$ cat src/rtl/fsm_ctrl.sv
// fsm_ctrl: Moore instruction controller (IR, decode, register-file/datapath strobes).
// Optional CTRL_ILLEGAL_TRAP_EN adds a HALT state and the err output for illegal decodes.
module fsm_ctrl (
   input  logic        clk,
   input  logic        reset,
   input  logic        s,
   input  logic        load,
   input  logic [15:0] in,
   output logic        w,
   output logic [2:0]  writenum,
   output logic [2:0]  readnum,
   output logic        write,
   output logic        loada,
   output logic        loadb,
   output logic        loadc,
   output logic        loads,
   output logic        asel,
   output logic [1:0]  vsel,
   output logic [1:0]  shift,
   output logic [1:0]  ALUop,
   output logic [15:0] sximm8,
   output logic [15:0] sximm5
`ifdef CTRL_ILLEGAL_TRAP_EN
   ,output logic       err
`endif
);

   localparam int unsigned IrW   = 16;
   localparam int unsigned SelW  = 3;
   localparam int unsigned VselW = 2;

   typedef enum logic [2:0] {
      S_WAIT      = 3'd0,
      S_DECODE    = 3'd1,
      S_WRITE_IMM = 3'd2,
      S_GET_A     = 3'd3,
      S_GET_B     = 3'd4,
      S_EXEC      = 3'd5,
      S_WRITE_REG = 3'd6,
      S_HALT      = 3'd7
   } state_e;

   state_e            state_q, state_d;
   logic [IrW-1:0]    ir_q, ir_d;

   logic              w_q, w_d;
   logic              write_q, write_d;
   logic [SelW-1:0]   writenum_q, writenum_d;
   logic [SelW-1:0]   readnum_q, readnum_d;
   logic              loada_q, loada_d;
   logic              loadb_q, loadb_d;
   logic              loadc_q, loadc_d;
   logic              loads_q, loads_d;
   logic              asel_q, asel_d;
   logic [VselW-1:0]  vsel_q, vsel_d;
`ifdef CTRL_ILLEGAL_TRAP_EN
   logic              err_q, err_d;
`endif

   // Instruction class predicates on {opcode, op}
   function automatic logic is_movi(input logic [IrW-1:0] ir);
      return ir[15:11] == 5'b110_10;
   endfunction

   function automatic logic is_movr(input logic [IrW-1:0] ir);
      return ir[15:11] == 5'b110_00;
   endfunction

   function automatic logic is_mvn(input logic [IrW-1:0] ir);
      return ir[15:11] == 5'b101_11;
   endfunction

   function automatic logic is_alu(input logic [IrW-1:0] ir);
      return (ir[15:13] == 3'b101) && (ir[12:11] != 2'b11);
   endfunction

   function automatic logic is_cmp(input logic [IrW-1:0] ir);
      return ir[15:11] == 5'b101_01;
   endfunction

   // Next-state and IR load; IR only accepts new words while waiting
   always_comb begin
      state_d = state_q;
      ir_d    = ir_q;
      case (state_q)
         S_WAIT: begin
            if (load) ir_d = in;
            if (s) state_d = S_DECODE;
         end
         S_DECODE: begin
            if (is_movi(ir_q))                       state_d = S_WRITE_IMM;
            else if (is_movr(ir_q) || is_mvn(ir_q))  state_d = S_GET_B;
            else if (is_alu(ir_q))                   state_d = S_GET_A;
            else begin
`ifdef CTRL_ILLEGAL_TRAP_EN
               state_d = S_HALT;
`else
               state_d = S_WAIT;
`endif
            end
         end
         S_WRITE_IMM: state_d = S_WAIT;
         S_GET_A:     state_d = S_GET_B;
         S_GET_B:     state_d = S_EXEC;
         S_EXEC:      state_d = is_cmp(ir_q) ? S_WAIT : S_WRITE_REG;
         S_WRITE_REG: state_d = S_WAIT;
         S_HALT: begin
`ifdef CTRL_ILLEGAL_TRAP_EN
            state_d = S_HALT;
`else
            state_d = S_WAIT;
`endif
         end
         default:     state_d = S_WAIT;
      endcase
   end

   // Moore outputs decoded from the upcoming state so they register alongside it
   always_comb begin
      w_d        = 1'b0;
      write_d    = 1'b0;
      writenum_d = '0;
      readnum_d  = '0;
      loada_d    = 1'b0;
      loadb_d    = 1'b0;
      loadc_d    = 1'b0;
      loads_d    = 1'b0;
      asel_d     = 1'b0;
      vsel_d     = '0;
      case (state_d)
         S_WAIT: w_d = 1'b1;
         S_WRITE_IMM: begin
            write_d    = 1'b1;
            writenum_d = ir_d[10:8];
            vsel_d     = 2'b10;
         end
         S_GET_A: begin
            readnum_d = ir_d[10:8];
            loada_d   = 1'b1;
         end
         S_GET_B: begin
            readnum_d = ir_d[2:0];
            loadb_d   = 1'b1;
         end
         S_EXEC: begin
            asel_d  = is_movr(ir_d);
            loads_d = is_cmp(ir_d);
            loadc_d = !is_cmp(ir_d);
         end
         S_WRITE_REG: begin
            write_d    = 1'b1;
            writenum_d = ir_d[7:5];
            vsel_d     = 2'b00;
         end
         default: ;
      endcase
   end

`ifdef CTRL_ILLEGAL_TRAP_EN
   assign err_d = (state_d == S_HALT);
`endif

   always_ff @(posedge clk) begin
      if (reset) begin
         state_q    <= S_WAIT;
         ir_q       <= '0;
         w_q        <= 1'b1;
         write_q    <= 1'b0;
         writenum_q <= '0;
         readnum_q  <= '0;
         loada_q    <= 1'b0;
         loadb_q    <= 1'b0;
         loadc_q    <= 1'b0;
         loads_q    <= 1'b0;
         asel_q     <= 1'b0;
         vsel_q     <= '0;
`ifdef CTRL_ILLEGAL_TRAP_EN
         err_q      <= 1'b0;
`endif
      end else begin
         state_q    <= state_d;
         ir_q       <= ir_d;
         w_q        <= w_d;
         write_q    <= write_d;
         writenum_q <= writenum_d;
         readnum_q  <= readnum_d;
         loada_q    <= loada_d;
         loadb_q    <= loadb_d;
         loadc_q    <= loadc_d;
         loads_q    <= loads_d;
         asel_q     <= asel_d;
         vsel_q     <= vsel_d;
`ifdef CTRL_ILLEGAL_TRAP_EN
         err_q      <= err_d;
`endif
      end
   end

   // Strobes are masked for the whole cycle in which reset is high
   assign write    = write_q & ~reset;
   assign loada    = loada_q & ~reset;
   assign loadb    = loadb_q & ~reset;
   assign loadc    = loadc_q & ~reset;
   assign loads    = loads_q & ~reset;

   assign w        = w_q;
   assign writenum = writenum_q;
   assign readnum  = readnum_q;
   assign asel     = asel_q;
   assign vsel     = vsel_q;
`ifdef CTRL_ILLEGAL_TRAP_EN
   assign err      = err_q;
`endif

   assign sximm8   = {{8{ir_q[7]}}, ir_q[7:0]};
   assign sximm5   = {{11{ir_q[4]}}, ir_q[4:0]};
   assign shift    = ir_q[4:3];
   assign ALUop    = ir_q[12:11];

endmodule

$ cat config.mk
export PLATFORM = sky130hd
export DESIGN_NAME = fsm_ctrl
export DESIGN_NICKNAME = d
export VERILOG_FILES = /design/src/rtl/fsm_ctrl.sv
export SDC_FILE = /design/constraint.sdc
export NUM_CORES = 1
export LEC_CHECK = 0
export CORE_ASPECT_RATIO = 0.5
export CORE_MARGIN = 3
export CORE_UTILIZATION = 47
export CTS_BUF_LIST = sky130_fd_sc_hd__clkbuf_2 sky130_fd_sc_hd__clkbuf_4 sky130_fd_sc_hd__clkbuf_8
export CTS_CLUSTER_DIAMETER = 40
export CTS_CLUSTER_SIZE = 10
export DETAILED_ROUTE_END_ITERATION = 8
export PLACE_DENSITY_LB_ADDON = 0.25
export SYNTH_ARGS = -nofsm -noshare
export SYNTH_HDL_FRONTEND = slang
export SYNTH_SLANG_ARGS = --single-unit
$ cat constraint.sdc
create_clock -name clk -period 3.6 [get_ports clk]
set_input_delay 0.54 -clock clk [delete_from_list [all_inputs] [get_ports clk]]
set_output_delay 0.54 -clock clk [all_outputs]
set_load 0.1 [all_outputs]
==> impl_metrics.yaml, run 1 <==
setup_path:
  cp_max_fo: 15
  cpMaxStageDelayCell: "clkdlybuf4s50_1"
  worstPathArrival_ps: 2100
  critical_path.max_stage_delay_ps: 1230
  r2r_start: "state_q[2]$_SDFF_PP0_"
  required_ps: 3060
  cp-start-kind: "flop"
  rr_endpoint: "asel$_SDFF_PP0_"
  reg2reg_depth: 5
  crit_path_cell_trace: "clkdlybuf4s50_1"
  critPathCaptureType: "primary output"
  rrSetupSlack_ps: 1730
  critical_path_buf_inv_count: 1
  path_delay_family: "buffers and inverters"
  crit_type: "reg2out"
clock_tree:
  cts_buffer_depth: 2
  hold_buffers: 0
  htree_num_levels: 2
  cts_tree: "done"
  clk_latency_ps: 290
  cts.clk_slew.worst_paths_ps: 60
  cts_root_buf: "clkbuf_8"
  cts_resized: 0
  numCtsBuffers: 5
  postCtsSetupRepairBufs: 0
  cts_sinks: 33
synth:
  yosysSeqAreaShare: 0.3877
  yosysWarnings: 0
  synth_top_area_share: 0.3877
  avgSynthCellArea_um2: 9.113
  synthCells: 187
  synth_seq_cells: 33
  syn_nets: 207
  yosysTopAreaCell: "dfxtp_1"
  synth.distinct_cells: 41
  syn_area_um2: 1704
  synth.area.top_cells: "dfxtp_1, buf_4, nand2_1, nor2b_1, mux2i_1"
floorplan:
  fp.dieW_um: 91.16
  core.rowCount: 14
  start_util: 0.5287
  die_h_um: 48.58
  fp.coreArea_um2: 3223
  dieArea_um2: 4428
  io-pin-count: 71
finish:
  drive_above_1_share: 0.1222
  final_cells: 269
  layout_commonest_cell: "clkdlybuf4s50_1"
  num-nets-final: 240
  fin_util: 0.6883
  syn2layout_area_growth_pct: 30.18
  diodes: 0
  layout_common_cells: "clkdlybuf4s50_1, dfxtp_1, nand2_1"
global_route:
  grt_pass1_vias: 1306
  grt_pass1_wl_um: 6472
  grt_use_total: 0.1868
  gr-max-usage-layer: "met2"
  antenna_found_initial: 0
  grt-ovfl-total: 0
  gr-usage-met3: 0.06966
  use_met1: 0.2437
  grtUsageMet2: 0.2728
  grt_max_degree: 17
sta:
  setup_violations: 0
  drv_slew: 0
  min_period_ps: 2635
  finalCritPeriodShare: 0.7320
  skew_ps: 4.649
  worst_pin_slew_ps: 992.8
  fin_tns_setup_ps: 0
  rsz0062_at_grt: "false"
  relSlewSlack: 0.3361
  hold_viol_final: 0
  setup_ws_ps: 964.8
  max_freq_mhz: 379.5
hold_path:
  hold_start: "ir_q[3]$_SDFFE_PP0P_"
  hold_depth: 2
  hold_end: "ir_q[3]$_SDFFE_PP0P_"
  hold_class: "reg2reg"
power_and_ir_drop:
  totalPowerFinal_uw: 980.7
  peakVddDrop_v: 0.0002033
  power_density_nw_per_um2: 442.1
  p_leak_uw: 0.0008305
routing:
  wl_um: 3957
  drtIter0Drc: 27
  firstDrtPassIters: 4
  vias: 1375
  avgViaCountPerCell: 5.112
  drc: 0
  wl_per_cell_um: 14.71
  drtAntennaViolNets: 0
placement:
  portBuffers: 69
  dpl.cell_count: 261
  post-place-ws_ps: 1164
  gp_congestion: 0.9058
  dp_hpwl_um: 3027
flow_run:
  drv_cap: 0
status:
  outcome: "completed"
-- sequential cells by signal (all words and copies together), names as in the netlist --
| name | flops |
|---|---|
| asel | 1 |
| vsel | 1 |
| w | 1 |
| readnum | 3 |
| ir_q | 16 |
| write_q | 1 |
| writenum | 3 |
| state_q | 3 |
| loada_q | 1 |
| loadc_q | 1 |
| loads_q | 1 |
| loadb_q | 1 |
-- synthesized netlist by cell type --
library cell	number
a2111oi_0	1
a2111oi_4	1
a211o_1	1
a211oi_1	2
a21boi_0	1
a21o_1	1
a21oi_1	10
a311o_2	1
a31o_2	1
a31oi_1	1
a32o_1	2
a32oi_1	1
and2_1	7
and4b_1	1
and4bb_1	1
and4bb_2	1
buf_1	1
buf_2	4
buf_4	38
buf_6	2
conb_1	1
dfxtp_1	33
inv_1	5
mux2_2	3
mux2i_1	6
nand2_1	20
nand3_1	1
nand4_1	1
nand4b_1	2
nor2_1	12
nor2b_1	10
nor3_1	1
nor4_1	1
nor4b_1	2
nor4bb_2	1
o21ai_1	1
o2bb2ai_1	4
o311ai_0	1
o41ai_1	1
or2_2	2
or4b_2	1
-- power breakdown --
group	switching (uW)	internal, uW
Clock	131	141
Sequential	15.8	378
Combinational	233	80.7
Total	381	600
-- worst max-delay path by stage --
stage,start,endpoint,slack (ps),cells after the start
floorplan,reset,loada,1020,2
global placement,reset,writenum[2]$_SDFF_PP0_,1230,4
detailed placement,reset,writenum[0]$_SDFF_PP0_,1160,4
CTS,ir_q[4]$_SDFFE_PP0P_,sximm5[12],940,1
global route,ir_q[4]$_SDFFE_PP0P_,sximm5[12],850,1
finish,ir_q[4]$_SDFFE_PP0P_,sximm5[12],960,1
-- kinds of logic (layout without fill, tap and decap cells) --
kind of cell	count (synthesis)	after routing	share of synthesized area
buffers and inverters	50	84	0.2056
flip-flops	33	33	0.3877
AND/OR/NAND/NOR	64	64	0.2100
AO/OA/AOI/OAI	30	30	0.1395
multiplexers	9	9	0.05507
other	1	1	0.002201
-- routing by layer --
| metal | share of wire | vias up | routed length (um) |
|---|---|---|---|
| met5 | 0 | - | 0 |
| met1 | 0.45 | 627 | 1777 |
| li1 | - | 666 | - |
| met2 | 0.44 | 70 | 1725 |
| met4 | 0.024 | 0 | 93 |
| met3 | 0.091 | 12 | 361 |
-- through the flow --
stage	cell area, um2	hold slack (ps)
global route	2218	517.9
floorplan	1704	460.9
global placement	2132	480.4
detailed placement	2132	486.7
finish	2218	494.5
CTS	2218	498.7
-- layout make-up --
type / count / area (um2)
sequential: 33 / 660.6
tap: 48 / 60.06
inverter: 5 / 18.77
timing repair buffer: 71 / 693.2
fill: 262 / 1005
clock inverter: 2 / 10.01
clock buffer: 6 / 76.32
multi-input combinational: 104 / 699.4
-- worst min-delay path, stage by stage, from the launching register on --
cell	delay (ps)
dfxtp_1	330
nand2_1	60
a21oi_1	60
(Power assumes the default switching activity.)
==> run 2, diff against run 1 <==
--- a/config.mk
+++ b/config.mk
@@ -7,7 +7,7 @@
 export LEC_CHECK = 0
 export CORE_ASPECT_RATIO = 0.5
 export CORE_MARGIN = 3
-export CORE_UTILIZATION = 47
+export CORE_UTILIZATION = 40
 export CTS_BUF_LIST = sky130_fd_sc_hd__clkbuf_2 sky130_fd_sc_hd__clkbuf_4 sky130_fd_sc_hd__clkbuf_8
 export CTS_CLUSTER_DIAMETER = 40
 export CTS_CLUSTER_SIZE = 10
==> constraint.sdc (replaced) <==
create_clock -name clk -period 2.33 [get_ports clk]
set_input_delay 0.3495 -clock clk [delete_from_list [all_inputs] [get_ports clk]]
set_output_delay 0.3495 -clock clk [all_outputs]
set_load 0.1 [all_outputs]
==> run 2 against run 1 <==
Net effect:
- first-iteration DRC count grew 85%
- clock power grew 57%
- setup slack lost 480 ps
- combinational power grew 49%
- worst hold slack gained 8.4 ps
- clock skew shrank 2.1 ps
- critical path depth grew 3
- critical endpoint is now loads
- largest cell class unchanged
- highest routed layer unchanged
==> impl_metrics.yaml, run 2 (synthesis gave the netlist of run 1 again) <==
setup_path:
  cp-start-kind: "primary input"
  required_ps: 1980
  reg2reg_depth: 5
  critPathCaptureType: "primary output"
  crit_type: "in2out"
  cpMaxStageDelayCell: "clkdlybuf4s50_1"
  critical_path.max_stage_delay_ps: 450
  rrSetupSlack_ps: 530
  critical_path_buf_inv_count: 3
  r2r_start: "state_q[2]$_SDFF_PP0_"
  worstPathArrival_ps: 1490
  path_delay_family: "buffers and inverters"
  cp_max_fo: 23
  rr_endpoint: "loads_q$_SDFF_PP0_"
  crit_path_cell_trace: "clkdlybuf4s50_1, buf_4, nor2b_1, buf_12"
hold_path:
  hold_end: "ir_q[3]$_SDFFE_PP0P_"
  hold_depth: 2
  hold_start: "ir_q[3]$_SDFFE_PP0P_"
  hold_class: "reg2reg"
routing:
  drc: 0
  drtAntennaViolNets: 0
  wl_um: 3802
  avgViaCountPerCell: 4.866
  firstDrtPassIters: 4
  vias: 1343
  wl_per_cell_um: 13.78
  drtIter0Drc: 50
sta:
  setup_ws_ps: 489.8
  setup_violations: 0
  max_freq_mhz: 543.4
  drv_slew: 0
  worst_pin_slew_ps: 585.3
  hold-worst-slack_ps: 502.9
  skew_ps: 2.585
  fin_tns_setup_ps: 0
  relSlewSlack: 0.6074
  rsz0062_at_grt: "false"
  hold_viol_final: 0
  finalCritPeriodShare: 0.7898
  min_period_ps: 1840
finish:
  diodes: 0
  largest_reg_flops: 16
  num-nets-final: 241
  layout_commonest_cell: "buf_4"
  syn2layout_area_growth_pct: 28.12
  regMostFlops: "ir_q"
  drive_above_1_share: 0.3288
  layout_common_cells: "buf_4, dfxtp_1, nand2_1"
global_route:
  grt-ovfl-total: 0
  grt_max_degree: 24
  grt_pass1_wl_um: 5996
  antenna_found_initial: 0
  grt_use_total: 0.1522
  grt_pass1_vias: 1234
placement:
  portBuffers: 69
  dp_hpwl_um: 2876
  gp_congestion: 0.8281
  post-place-ws_ps: 253.9
flow_run:
  drv_cap: 0
floorplan:
  start_util: 0.4256
  die_h_um: 52.16
  core.rowCount: 16
  io-pin-count: 71
  fp.dieW_um: 98.31
  dieArea_um2: 5127
  fp.coreArea_um2: 4004
clock_tree:
  cts_buffer_depth: 2
  hold_buffers: 0
  cts_sinks: 33
  clk_latency_ps: 280
  cts.clk_slew.worst_paths_ps: 70
  cts_resized: 0
  cts_root_buf: "clkbuf_8"
  htree_num_levels: 2
  cts_tree: "done"
  postCtsSetupRepairBufs: 0
  numCtsBuffers: 5
power_and_ir_drop:
  peakVddDrop_v: 0.0002418
  p_leak_uw: 0.0009282
  power_density_nw_per_um2: 690.2
  totalPowerFinal_uw: 1507
status:
  outcome: "completed"
==> run 2: changes by cell type in the layout (fill, tap and decap cells not counted) <==
cell	change
buf_4	+41
clkdlybuf4s50_1	-45
buf_12	+5
==> run 2: how the worst max path moves through the flow <==
stage | start | endpoint | cells after the start
final | reset | loads | 4
after global placement | load | loads_q$_SDFF_PP0_ | 6
after floorplan | reset | loada | 2
after CTS | reset | loads | 4
after global routing | state_q[2]$_SDFF_PP0_ | loads_q$_SDFF_PP0_ | 5
after detailed placement | load | asel$_SDFF_PP0_ | 6
==> run 2: final cells by class <==
cell class | instances | area, um2
clock buffer | 6 | 76.32
clock inverter | 2 | 10.01
fill | 368 | 1821
inverter | 5 | 18.77
multi-input combinational | 104 | 699.4
sequential | 33 | 660.6
tap | 54 | 67.56
timing repair buffer | 72 | 650.6
==> run 2: power by group <==
group	internal [uW]	total (uW)	switching, uW
sequential	584	609	25.3
clock	218	429	210
combinational	111	469	358
total	914	1510	593
==> run 2: per-layer routing <==
metal,wire length [um],track usage,vias to the layer above
met1,1880,0.2053,618
li1,-,-,673
met3,260,0.04016,5
met2,1615,0.2360,47
met5,0,0,-
met4,46,0.05442,0
==> run 2: worst register-to-register path, stage by stage (launching register included) <==
cell	delay [ps]
dfxtp_1	430
nor4b_2	370
buf_4	310
mux2i_1	140
nor4_1	330
and2_1	170
==> run 2: through the flow <==
| stage | instances | cell area, um2 | utilization |
|---|---|---|---|
| 6_report | 276 | 2183 | 0.5453 |
| 5_1_grt | 276 | 2183 | 0.5453 |
| 4_1_cts | 276 | 2183 | 0.5453 |
| 3_5_place_dp | 268 | 2097 | 0.5238 |
| 3_3_place_gp | 268 | 2097 | 0.5238 |
| 2_1_floorplan | 187 | 1704 | - |
